### src/rtl/ppg_ratio_calc_if.sv
// Sample/result bundle between the oximeter front-end and the SpO2 ratio stage.
// master = front-end side (drives samples), slave = ratio calculator.
interface ppg_ratio_calc_if #(
  parameter int RATIO_W = 10
);
  logic               enable;
  logic [7:0]         red_sample;
  logic               red_valid;
  logic [7:0]         ir_sample;
  logic               ir_valid;
  logic [7:0]         red_ac;
  logic [7:0]         red_dc;
  logic [7:0]         ir_ac;
  logic [7:0]         ir_dc;
  logic [RATIO_W-1:0] ratio;
  logic               ratio_valid;
  logic               err_div0;
  logic               busy;

  modport master (
    output enable, red_sample, red_valid, ir_sample, ir_valid,
    input  red_ac, red_dc, ir_ac, ir_dc, ratio, ratio_valid, err_div0, busy
  );

  modport slave (
    input  enable, red_sample, red_valid, ir_sample, ir_valid,
    output red_ac, red_dc, ir_ac, ir_dc, ratio, ratio_valid, err_div0, busy
  );
endinterface

### src/rtl/ppg_ratio_calc.sv
// Windowed min/max tracking per PPG channel and SpO2 ratio-of-ratios via a restoring divider.
// Define RATIO_IIR_EN to IIR-smooth the ratio output (alpha = 1/4).
module ppg_ratio_calc #(
  parameter int WINDOW  = 256,
  parameter int FRAC    = 7,
  parameter int RATIO_W = 10
) (
  input logic             CLK,
  input logic             rst_n,
  ppg_ratio_calc_if.slave bus
);
  localparam int DIV_N = 16 + FRAC;
  localparam int IT_W  = $clog2(DIV_N + 1);
  localparam logic [9:0] WIN = 10'(WINDOW);

  localparam logic [2:0] S_IDLE = 3'd0;
  localparam logic [2:0] S_ACQ  = 3'd1;
  localparam logic [2:0] S_MULT = 3'd2;
  localparam logic [2:0] S_DIV  = 3'd3;
  localparam logic [2:0] S_DONE = 3'd4;

  logic [2:0]       state;
  logic [7:0]       red_min, red_max, ir_min, ir_max;
  logic [9:0]       red_cnt, ir_cnt;
  logic [DIV_N-1:0] dvd;
  logic [DIV_N-2:0] quo;
  logic [15:0]      rem, den;
  logic [IT_W-1:0]  it;

  logic             red_acc, ir_acc, win_full;
  logic [8:0]       red_sum, ir_sum;
  logic [7:0]       red_ac_n, red_dc_n, ir_ac_n, ir_dc_n;
  logic [15:0]      num_n, den_n;
  logic [16:0]      trial;
  logic             ge, last_it, sat;
  logic [15:0]      rem_n;
  logic [DIV_N-1:0] quo_n;
  logic [RATIO_W-1:0] raw;

  // A channel that already holds WINDOW samples waits for the other one.
  assign red_acc  = (state == S_ACQ) && bus.red_valid && (red_cnt != WIN);
  assign ir_acc   = (state == S_ACQ) && bus.ir_valid && (ir_cnt != WIN);
  assign win_full = (red_cnt == WIN) && (ir_cnt == WIN);

  assign red_ac_n = red_max - red_min;
  assign ir_ac_n  = ir_max - ir_min;
  assign red_sum  = {1'b0, red_max} + {1'b0, red_min};
  assign ir_sum   = {1'b0, ir_max} + {1'b0, ir_min};
  assign red_dc_n = 8'(red_sum >> 1);
  assign ir_dc_n  = 8'(ir_sum >> 1);
  assign num_n    = 16'(red_ac_n) * 16'(ir_dc_n);
  assign den_n    = 16'(ir_ac_n) * 16'(red_dc_n);

  // One restoring step: the partial remainder is always < den, so 16 bits hold it.
  assign trial   = {rem, dvd[DIV_N-1]};
  assign ge      = trial >= {1'b0, den};
  assign rem_n   = ge ? 16'(trial - {1'b0, den}) : trial[15:0];
  assign quo_n   = {quo, ge};
  assign last_it = (it == IT_W'(DIV_N - 1));
  assign sat     = (|quo_n[DIV_N-1:RATIO_W]) || (den == 16'd0);
  assign raw     = sat ? '1 : quo_n[RATIO_W-1:0];

  assign bus.busy = (state == S_MULT) || (state == S_DIV) || (state == S_DONE);

`ifdef RATIO_IIR_EN
  logic [RATIO_W-1:0]   hist;
  logic                 have_hist;
  logic signed [RATIO_W:0] diff, filt;

  assign diff = $signed({1'b0, raw}) - $signed({1'b0, hist});
  assign filt = $signed({1'b0, hist}) + (diff >>> 2);
`endif

  // NOTE: all state here is sequential, so it is written with <= only; blocking
  // assignments would make later reads in this block see same-cycle values.
  always_ff @(posedge CLK or negedge rst_n) begin
    if (!rst_n) begin
      state           <= S_IDLE;
      red_min         <= 8'hFF;
      red_max         <= 8'h00;
      ir_min          <= 8'hFF;
      ir_max          <= 8'h00;
      red_cnt         <= '0;
      ir_cnt          <= '0;
      dvd             <= '0;
      quo             <= '0;
      rem             <= '0;
      den             <= '0;
      it              <= '0;
      bus.red_ac      <= '0;
      bus.red_dc      <= '0;
      bus.ir_ac       <= '0;
      bus.ir_dc       <= '0;
      bus.ratio       <= '0;
      bus.ratio_valid <= 1'b0;
      bus.err_div0    <= 1'b0;
`ifdef RATIO_IIR_EN
      hist            <= '0;
      have_hist       <= 1'b0;
`endif
    end else begin
      bus.ratio_valid <= 1'b0;
      if (!bus.enable) begin
        // Drop the window and any division in flight; result outputs hold.
        state   <= S_IDLE;
        red_min <= 8'hFF;
        red_max <= 8'h00;
        ir_min  <= 8'hFF;
        ir_max  <= 8'h00;
        red_cnt <= '0;
        ir_cnt  <= '0;
        it      <= '0;
`ifdef RATIO_IIR_EN
        have_hist <= 1'b0;
`endif
      end else begin
        case (state)
          S_IDLE: state <= S_ACQ;
          S_ACQ: begin
            if (red_acc) begin
              if (bus.red_sample < red_min) red_min <= bus.red_sample;
              if (bus.red_sample > red_max) red_max <= bus.red_sample;
              red_cnt <= red_cnt + 10'd1;
            end
            if (ir_acc) begin
              if (bus.ir_sample < ir_min) ir_min <= bus.ir_sample;
              if (bus.ir_sample > ir_max) ir_max <= bus.ir_sample;
              ir_cnt <= ir_cnt + 10'd1;
            end
            if (win_full) state <= S_MULT;
          end
          S_MULT: begin
            bus.red_ac <= red_ac_n;
            bus.red_dc <= red_dc_n;
            bus.ir_ac  <= ir_ac_n;
            bus.ir_dc  <= ir_dc_n;
            dvd        <= {num_n, {FRAC{1'b0}}};
            den        <= den_n;
            rem        <= '0;
            quo        <= '0;
            it         <= '0;
            red_min    <= 8'hFF;
            red_max    <= 8'h00;
            ir_min     <= 8'hFF;
            ir_max     <= 8'h00;
            red_cnt    <= '0;
            ir_cnt     <= '0;
            state      <= S_DIV;
          end
          S_DIV: begin
            dvd <= dvd << 1;
            rem <= rem_n;
            quo <= quo_n[DIV_N-2:0];
            it  <= it + IT_W'(1);
            if (last_it) begin
              state           <= S_DONE;
              bus.ratio_valid <= 1'b1;
              bus.err_div0    <= (den == 16'd0);
`ifdef RATIO_IIR_EN
              // Saturated/div0 results bypass the filter and leave its history alone.
              if (sat) begin
                bus.ratio <= raw;
              end else if (!have_hist) begin
                bus.ratio <= raw;
                hist      <= raw;
                have_hist <= 1'b1;
              end else begin
                bus.ratio <= RATIO_W'(filt);
                hist      <= RATIO_W'(filt);
              end
`else
              bus.ratio <= raw;
`endif
            end
          end
          S_DONE:  state <= S_ACQ;
          default: state <= S_IDLE;
        endcase
      end
    end
  end
endmodule

### src/flat_wrapper.sv
// flat-port wrapper written by rule: the top's interface ports become plain ports
module ppg_ratio_calc_flat 
#(
  parameter int WINDOW  = 256,
  parameter int FRAC    = 7,
  parameter int RATIO_W = 10
)
  (CLK, rst_n, bus_enable, bus_red_sample, bus_red_valid, bus_ir_sample, bus_ir_valid, bus_red_ac, bus_red_dc, bus_ir_ac, bus_ir_dc, bus_ratio, bus_ratio_valid, bus_err_div0, bus_busy);
  ppg_ratio_calc_if #(.RATIO_W(RATIO_W)) bus_i ();
  input logic CLK;
  input logic rst_n;
  input wire logic [$bits(bus_i.enable)-1:0] bus_enable;
  input wire logic [$bits(bus_i.red_sample)-1:0] bus_red_sample;
  input wire logic [$bits(bus_i.red_valid)-1:0] bus_red_valid;
  input wire logic [$bits(bus_i.ir_sample)-1:0] bus_ir_sample;
  input wire logic [$bits(bus_i.ir_valid)-1:0] bus_ir_valid;
  output wire logic [$bits(bus_i.red_ac)-1:0] bus_red_ac;
  output wire logic [$bits(bus_i.red_dc)-1:0] bus_red_dc;
  output wire logic [$bits(bus_i.ir_ac)-1:0] bus_ir_ac;
  output wire logic [$bits(bus_i.ir_dc)-1:0] bus_ir_dc;
  output wire logic [$bits(bus_i.ratio)-1:0] bus_ratio;
  output wire logic [$bits(bus_i.ratio_valid)-1:0] bus_ratio_valid;
  output wire logic [$bits(bus_i.err_div0)-1:0] bus_err_div0;
  output wire logic [$bits(bus_i.busy)-1:0] bus_busy;
  assign bus_i.enable = bus_enable;
  assign bus_i.red_sample = bus_red_sample;
  assign bus_i.red_valid = bus_red_valid;
  assign bus_i.ir_sample = bus_ir_sample;
  assign bus_i.ir_valid = bus_ir_valid;
  assign bus_red_ac = bus_i.red_ac;
  assign bus_red_dc = bus_i.red_dc;
  assign bus_ir_ac = bus_i.ir_ac;
  assign bus_ir_dc = bus_i.ir_dc;
  assign bus_ratio = bus_i.ratio;
  assign bus_ratio_valid = bus_i.ratio_valid;
  assign bus_err_div0 = bus_i.err_div0;
  assign bus_busy = bus_i.busy;
  ppg_ratio_calc #(.WINDOW(WINDOW), .FRAC(FRAC), .RATIO_W(RATIO_W)) u_core (.CLK(CLK), .rst_n(rst_n), .bus(bus_i));
endmodule
### config.mk
export PLATFORM = sky130hd
export DESIGN_NAME = ppg_ratio_calc_flat
export DESIGN_NICKNAME = d
export VERILOG_FILES = /design/src/rtl/ppg_ratio_calc_if.sv /design/src/rtl/ppg_ratio_calc.sv /design/src/flat_wrapper.sv
export SDC_FILE = /design/constraint.sdc
export NUM_CORES = 1
export LEC_CHECK = 0
export CAP_MARGIN = 20
export CORE_UTILIZATION = 56
export DETAILED_ROUTE_END_ITERATION = 7
export PLACE_DENSITY = 0.75
export SYNTH_ARGS = -nofsm -noshare
export SYNTH_HDL_FRONTEND = slang
export SYNTH_SLANG_ARGS = --single-unit
### constraint.sdc
create_clock -name CLK -period 6.2 [get_ports CLK]
set_clock_uncertainty 0.15 [all_clocks]
set_input_delay 1.24 -clock CLK [delete_from_list [all_inputs] [get_ports CLK]]
set_output_delay 1.24 -clock CLK [all_outputs]
set_load 0.005 [all_outputs]
==> impl_metrics.tcl, run 1 <==
set metrics [dict create \
    worstPathBufferInverterCount 5 \
    vias 11100 \
    final_common_cell "inv_1" \
    required_ps 6380 \
    holdWs_ps 332 \
    clk_path_buf_depth 2 \
    postCtsHoldBufs 0 \
    drcViolationCount 0 \
    clkSinkCount 174 \
    wl_mm 31.5 \
    fmax_mhz 163 \
    worst-path-max-fanout 8 \
    cpLargestDelayFamily "adder cells" \
    outcome "complete, no violations" \
    min_period_ps 6150 \
    worst_ep_arrival_time_ps 6330 \
    synth_nets 1733 \
    clk-insertion-delay-late_ps 440 \
    synth-edff-count 0 \
    ys.flop_type "dfrtp_1" \
    dpl_cell_area_um2 15000 \
    max-slew-margin-rel 0.273 \
    nets 1843 \
    slew_violations 0 \
    grt_pass1_vias 10700 \
    post_drt_via_cell_ratio 5.74 \
    die_y_um 159 \
    row_count 57 \
    core_area_um2 24200 \
    seqCellArea_um2 4380 \
    ys_async_sr_fraction 1.00 \
    hp-class "reg2reg" \
    ant_nets 0 \
    worst_path_most_repeated_cell "fa_1" \
    post-place-ws_ps -105 \
    cts_tree "done" \
    startpoint_type "flop" \
    path_clk_slew_ps 80 \
    cp_cell_sequence "ha_4, fa_2, a21o_1, a21oi_2, o21bai_1, a21oi_2, xnor2_1, buf_4, buf_4, nor2_1, fa_1, fa_1, fa_1, inv_1, fa_1, inv_1, ha_4, o21a_1, o21a_1, buf_4, a31oi_4, o21ai_0, mux2i_1, nand3_1" \
    cp-end-kind "flop" \
    final_cell_mix "inv_1 (164), dfrtp_1 (156), nor2_1 (152)" \
    max_cap_viol_count 0 \
    fillers 1907 \
    timing.final.ws_setup_ps 50.8 \
    antenna_found_initial 0 \
    cts_buffers 17 \
    ctsRootBufferMaster "clkbuf_16" \
    grt_max_degree 80 \
    final_area_um2 16100 \
    wire_per_inst_um 16.4 \
    die-area_um2 25200 \
    areaGrowthSynthToFinish_pct 16.9 \
    syn_area_um2 13800 \
    start_util 0.568 \
    drtIter0Drc 573 \
    first_pass_iters 7 \
    grt_first_pass_wirelength_mm 52.3 \
    yosys_warnings 0 \
    avgSynthCellArea_um2 9.30 \
    drive_gt1_frac 0.135 \
    htreeDepth 4 \
    die_w_um 159 \
    grt_use_total 0.255 \
    ys_types 73 \
    ys_seq_area_frac 0.318 \
    finalSetupViolCount 0 \
    multi_input_area_um2 8860 \
    slowest_stage "fa_1" \
    finalCritPeriodShare 0.992 \
    critPathKind "reg2reg" \
    tns_ps 0 \
    ys_ff_latch 174 \
    place.gp.congestion 0.911 \
    hold_violations 0 \
    grt_overflow 0 \
    portBuffers 65 \
    dp_hpwl_mm 23.6 \
    worstMarginPinSlew_ps 1090 \
    antenna_cells 0 \
    ios 66 \
    max_stage_delay_ps 550 \
    synthCells 1481 \
]
==> cell type report <==
cell class / instances / share of cell area
inverter: 174 / 0.0406
clock buffer: 17 / 0.0264
clock inverter: 15 / 0.0127
tap: 324 / 0.0252
multi-input combinational: 1089 / 0.550
timing repair buffer: 135 / 0.0731
sequential: 174 / 0.272
==> cells by family after synthesis <==
family	share of synthesized area
and+or+nand+nor	0.143
xor gates and xnor gates	0.0374
AOI/OAI and AO/OA	0.172
adders and majority gates	0.252
muxes	0.0161
DFF	0.318
buffers and inverters	0.0621
==> worst min-delay path, delay by kind of cell (launching register included) <==
| family | cells | cell delay, ps |
|---|---|---|
| AND/OR/NAND/NOR | 1 | 50 |
| flip-flops | 1 | 340 |
| AO/OA/AOI/OAI | 1 | 60 |
==> path summary, 6_finish.rpt <==
path | from | endpoint | slack, ps | cells after the start
hold / removal | u_core.dvd[14] | u_core.dvd[14] | 330 | 2
max in group asynchronous | rst_n | u_core.quo[13] | 4090 | 2
min in group asynchronous | rst_n | u_core.rem[13] | 670 | 1
setup reg to reg | u_core.ir_max[0] | u_core.dvd[21] | 50 | 24
setup / recovery | u_core.ir_max[0] | u_core.dvd[21] | 50 | 24
hold reg to reg | u_core.dvd[14] | u_core.dvd[14] | 330 | 2
==> Yosys cell counts (17+ instances only) <==
| cell type | count | area (um^2) |
|---|---|---|
| xnor2_1 | 38 | 333 |
| a21o_1 | 17 | 128 |
| nand2_1 | 119 | 447 |
| fa_1 | 77 | 1540 |
| ha_1 | 154 | 1930 |
| dfrtp_1 | 158 | 3950 |
| mux2i_1 | 21 | 210 |
| inv_1 | 170 | 638 |
| xor2_1 | 19 | 166 |
| nand3_1 | 18 | 90.1 |
| o21ai_0 | 121 | 606 |
| o21a_1 | 19 | 143 |
| nand2b_1 | 19 | 119 |
| clkbuf_1 | 21 | 78.8 |
| or2_2 | 24 | 150 |
| a22o_1 | 41 | 359 |
| o22a_1 | 27 | 236 |
| nor2_1 | 155 | 582 |
| a21oi_1 | 49 | 245 |
==> through the flow <==
stage	util	instances
CTS	0.645	1907
detailed placement	0.619	1875
floorplan	-	1481
finish	0.664	1928
global placement	0.619	1875
global route	0.664	1928
==> per-layer routing <==
metal / global-route usage / part of all wire / vias up
li1: - / - / 5275
met1: 0.352 / 0.45 / 5445
met2: 0.418 / 0.48 / 297
met3: 0.0363 / 0.043 / 53
met4: 0.0728 / 0.023 / 0
met5: 0 / 0 / -
==> registers in the layout, indices dropped and copies added (netlist names) <==
register and count:
u_core.bus.ir_ac 8, u_core.it 5, u_core.rem 16, u_core.red_min 8
u_core.state 3, u_core.ir_cnt 10, u_core.bus.ratio_valid 1, u_core.ir_max 8
u_core.bus.ratio 10, u_core.bus.err_div0 1, u_core.bus.ir_dc 8, u_core.den 16
u_core.dvd 16, u_core.quo 22, u_core.bus.red_ac 8, u_core.red_cnt 10
u_core.ir_min 8, u_core.red_max 8, u_core.bus.red_dc 8
==> repair_timing <==
item | CTS | global route
pin swaps | 2 | 43
setup endpoints to repair | 4 | 11
cloned | 0 | 0
endpoints found under the hold margin | 0 | 0
resized for setup | 3 | 64
setup buffers | 0 | 21
Power of run 1 is left out: the tool's default activity adds up to more than one toggle a clock period on the data nets, which glitch-free logic cannot reach.
==> run 2, diff against run 1 <==
- REMOVE_ABC_BUFFERS: not set -> 1
==> run 2 against run 1 <==
Final cell count decreased by 0.10%. Core utilization fell by 0.12 points. Maximum frequency up 2.4%. Die area did not move. Clock-buffer cell count rose by 4. Hold slack got worse by 7.8 ps. Via count decreased by 2.2%. Global-route usage down 0.18 points. Register-to-register slack gained 140 ps. Critical path depth down 2. Wire length fell by 1.5%. Critical endpoint is now u_core.den[13]. Largest cell class unchanged.
==> impl_metrics.tcl, run 2 (same netlist as run 1, synthesis figures left out) <==
set metrics [dict create \
    outcome "complete, no violations" \
    postCtsHoldBufs 0 \
    antenna_found_initial 0 \
    clk_path_buf_depth 2 \
    fillers 1901 \
    startpoint_type "flop" \
    cts_tree "done" \
    wl_met3_mm 1.20 \
    drcViolationCount 0 \
    ios 66 \
    worst_path_most_repeated_cell "fa_1" \
    max_stage_delay_ps 550 \
    wire_per_inst_um 16.1 \
    largest-register "u_core.quo" \
    core_area_um2 24200 \
    start_util 0.568 \
    htreeDepth 4 \
    dp_hpwl_mm 23.1 \
    grt_pass1_vias 10800 \
    cp-end-kind "flop" \
    wl_mm 31.1 \
    final_cell_mix "inv_1 (165), dfrtp_1 (156), nor2_1 (152)" \
    first_pass_iters 5 \
    critPathKind "reg2reg" \
    min_period_ps 6000 \
    grt_overflow 0 \
    clk-insertion-delay-late_ps 450 \
    grt_use_total 0.253 \
    slew_violations 0 \
    cts_buffers 17 \
    slowest_stage "fa_1" \
    hold_violations 0 \
    portBuffers 65 \
    post-place-ws_ps -73.4 \
    final_common_cell "inv_1" \
    finalSetupViolCount 0 \
    clkSinkCount 174 \
    met2_length_mm 15.3 \
    holdWs_ps 324 \
    die_y_um 159 \
    row_count 57 \
    path_clk_slew_ps 70 \
    fmax_mhz 167 \
    max_cap_viol_count 0 \
    drtIter0Drc 512 \
    timing.final.ws_setup_ps 196 \
    cp_cell_sequence "inv_2, ha_4, nor2b_1, o21a_1, nor2_1, xnor2_1, buf_4, nor2_1, fa_1, fa_1, inv_1, fa_1, fa_1, inv_1, ha_1, o21a_1, o31a_1, o41a_1, a211oi_2, buf_4, xnor2_1, o21ai_1" \
    hp-class "reg2reg" \
    ctsRootBufferMaster "clkbuf_16" \
    route.top_layer_used "met4" \
    nets 1841 \
    worst-path-max-fanout 7 \
    die_w_um 159 \
    worstMarginPinSlew_ps 869 \
    place.gp.congestion 0.899 \
    areaGrowthSynthToFinish_pct 16.7 \
    antenna_cells 0 \
    worstPathBufferInverterCount 5 \
    vias 10800 \
    cpLargestDelayFamily "adder cells" \
    post_drt_via_cell_ratio 5.62 \
    drive_gt1_frac 0.134 \
    finalCritPeriodShare 0.968 \
    die-area_um2 25200 \
    worst_ep_arrival_time_ps 6160 \
    ant_nets 0 \
    grt_max_degree 89 \
    drt-met1-wl_mm 13.8 \
    grt_first_pass_wirelength_mm 52.1 \
    required_ps 6360 \
    utilization 0.663 \
    max-slew-margin-rel 0.421 \
    largest_reg_flops 22 \
]
[run 2: changes by cell type in the layout (fill, tap and decap cells not counted), moves of 3 or more]
cell	delta
clkbuf_1	+3
buf_4	-3
clkinvlp_4	+3
clkinv_8	-7
[run 2: path summary, 6_finish.rpt]
path	cells after the start	end	slack [ps]	startpoint
worst max-delay path	22	u_core.den[13]	200	u_core.red_min[1]
worst min-delay path	2	u_core.dvd[16]	320	u_core.dvd[16]
worst max register to register	22	u_core.den[13]	200	u_core.red_min[1]
worst min register to register	2	u_core.dvd[16]	320	u_core.dvd[16]
max in group asynchronous	2	u_core.quo[16]	4160	rst_n
min in group asynchronous	1	u_core.rem[12]	660	rst_n
[run 2: cell type report]
cell class | count | area, um^2 | area share
Clock inverter | 11 | 131 | 0.00817
Inverter | 174 | 653 | 0.0406
Tap cell | 324 | 405 | 0.0252
Sequential cell | 174 | 4380 | 0.272
Multi-Input combinational cell | 1089 | 8870 | 0.552
Timing Repair Buffer | 133 | 1180 | 0.0734
Clock buffer | 21 | 450 | 0.0280
[run 2: metal layers]
metal,GRT usage,vias up
met4,0.0755,0
met2,0.437,240
met1,0.324,5257
met3,0.0444,53
met5,0,-
li1,-,5274
[run 2: what timing repair did]
item / CTS / global route
resized for setup: 3 / 66
endpoints found under the setup margin: 3 / 12
buffers inserted: 0 / 14
pin swaps: 1 / 39
[run 2: worst register-to-register path, stage by stage (launching register included)]
cell      delay, ps
dfstp_2         540
inv_2            60
ha_4            210
nor2b_1         130
o21a_1          150
nor2_1           50
xnor2_1         470
buf_4           260
nor2_1           70
fa_1            410
fa_1            550
inv_1            50
fa_1            460
fa_1            540
inv_1            40
ha_1            340
o21a_1          190
o31a_1          130
o41a_1          410
a211oi_2        300
buf_4           160
xnor2_1         110
o21ai_1          80
[run 2: stage by stage]
stage | setup TNS [ps] | std cells | cell area (um^2)
2_1_floorplan | 0 | 1437 | 13600
3_3_place_gp | 0 | 1879 | 15000
3_5_place_dp | -114 | 1879 | 15000
4_1_cts | -44.1 | 1911 | 15600
5_1_grt | -77.9 | 1926 | 16100
6_report | 0 | 1926 | 16100
Power of run 2 is left out for the same reason.
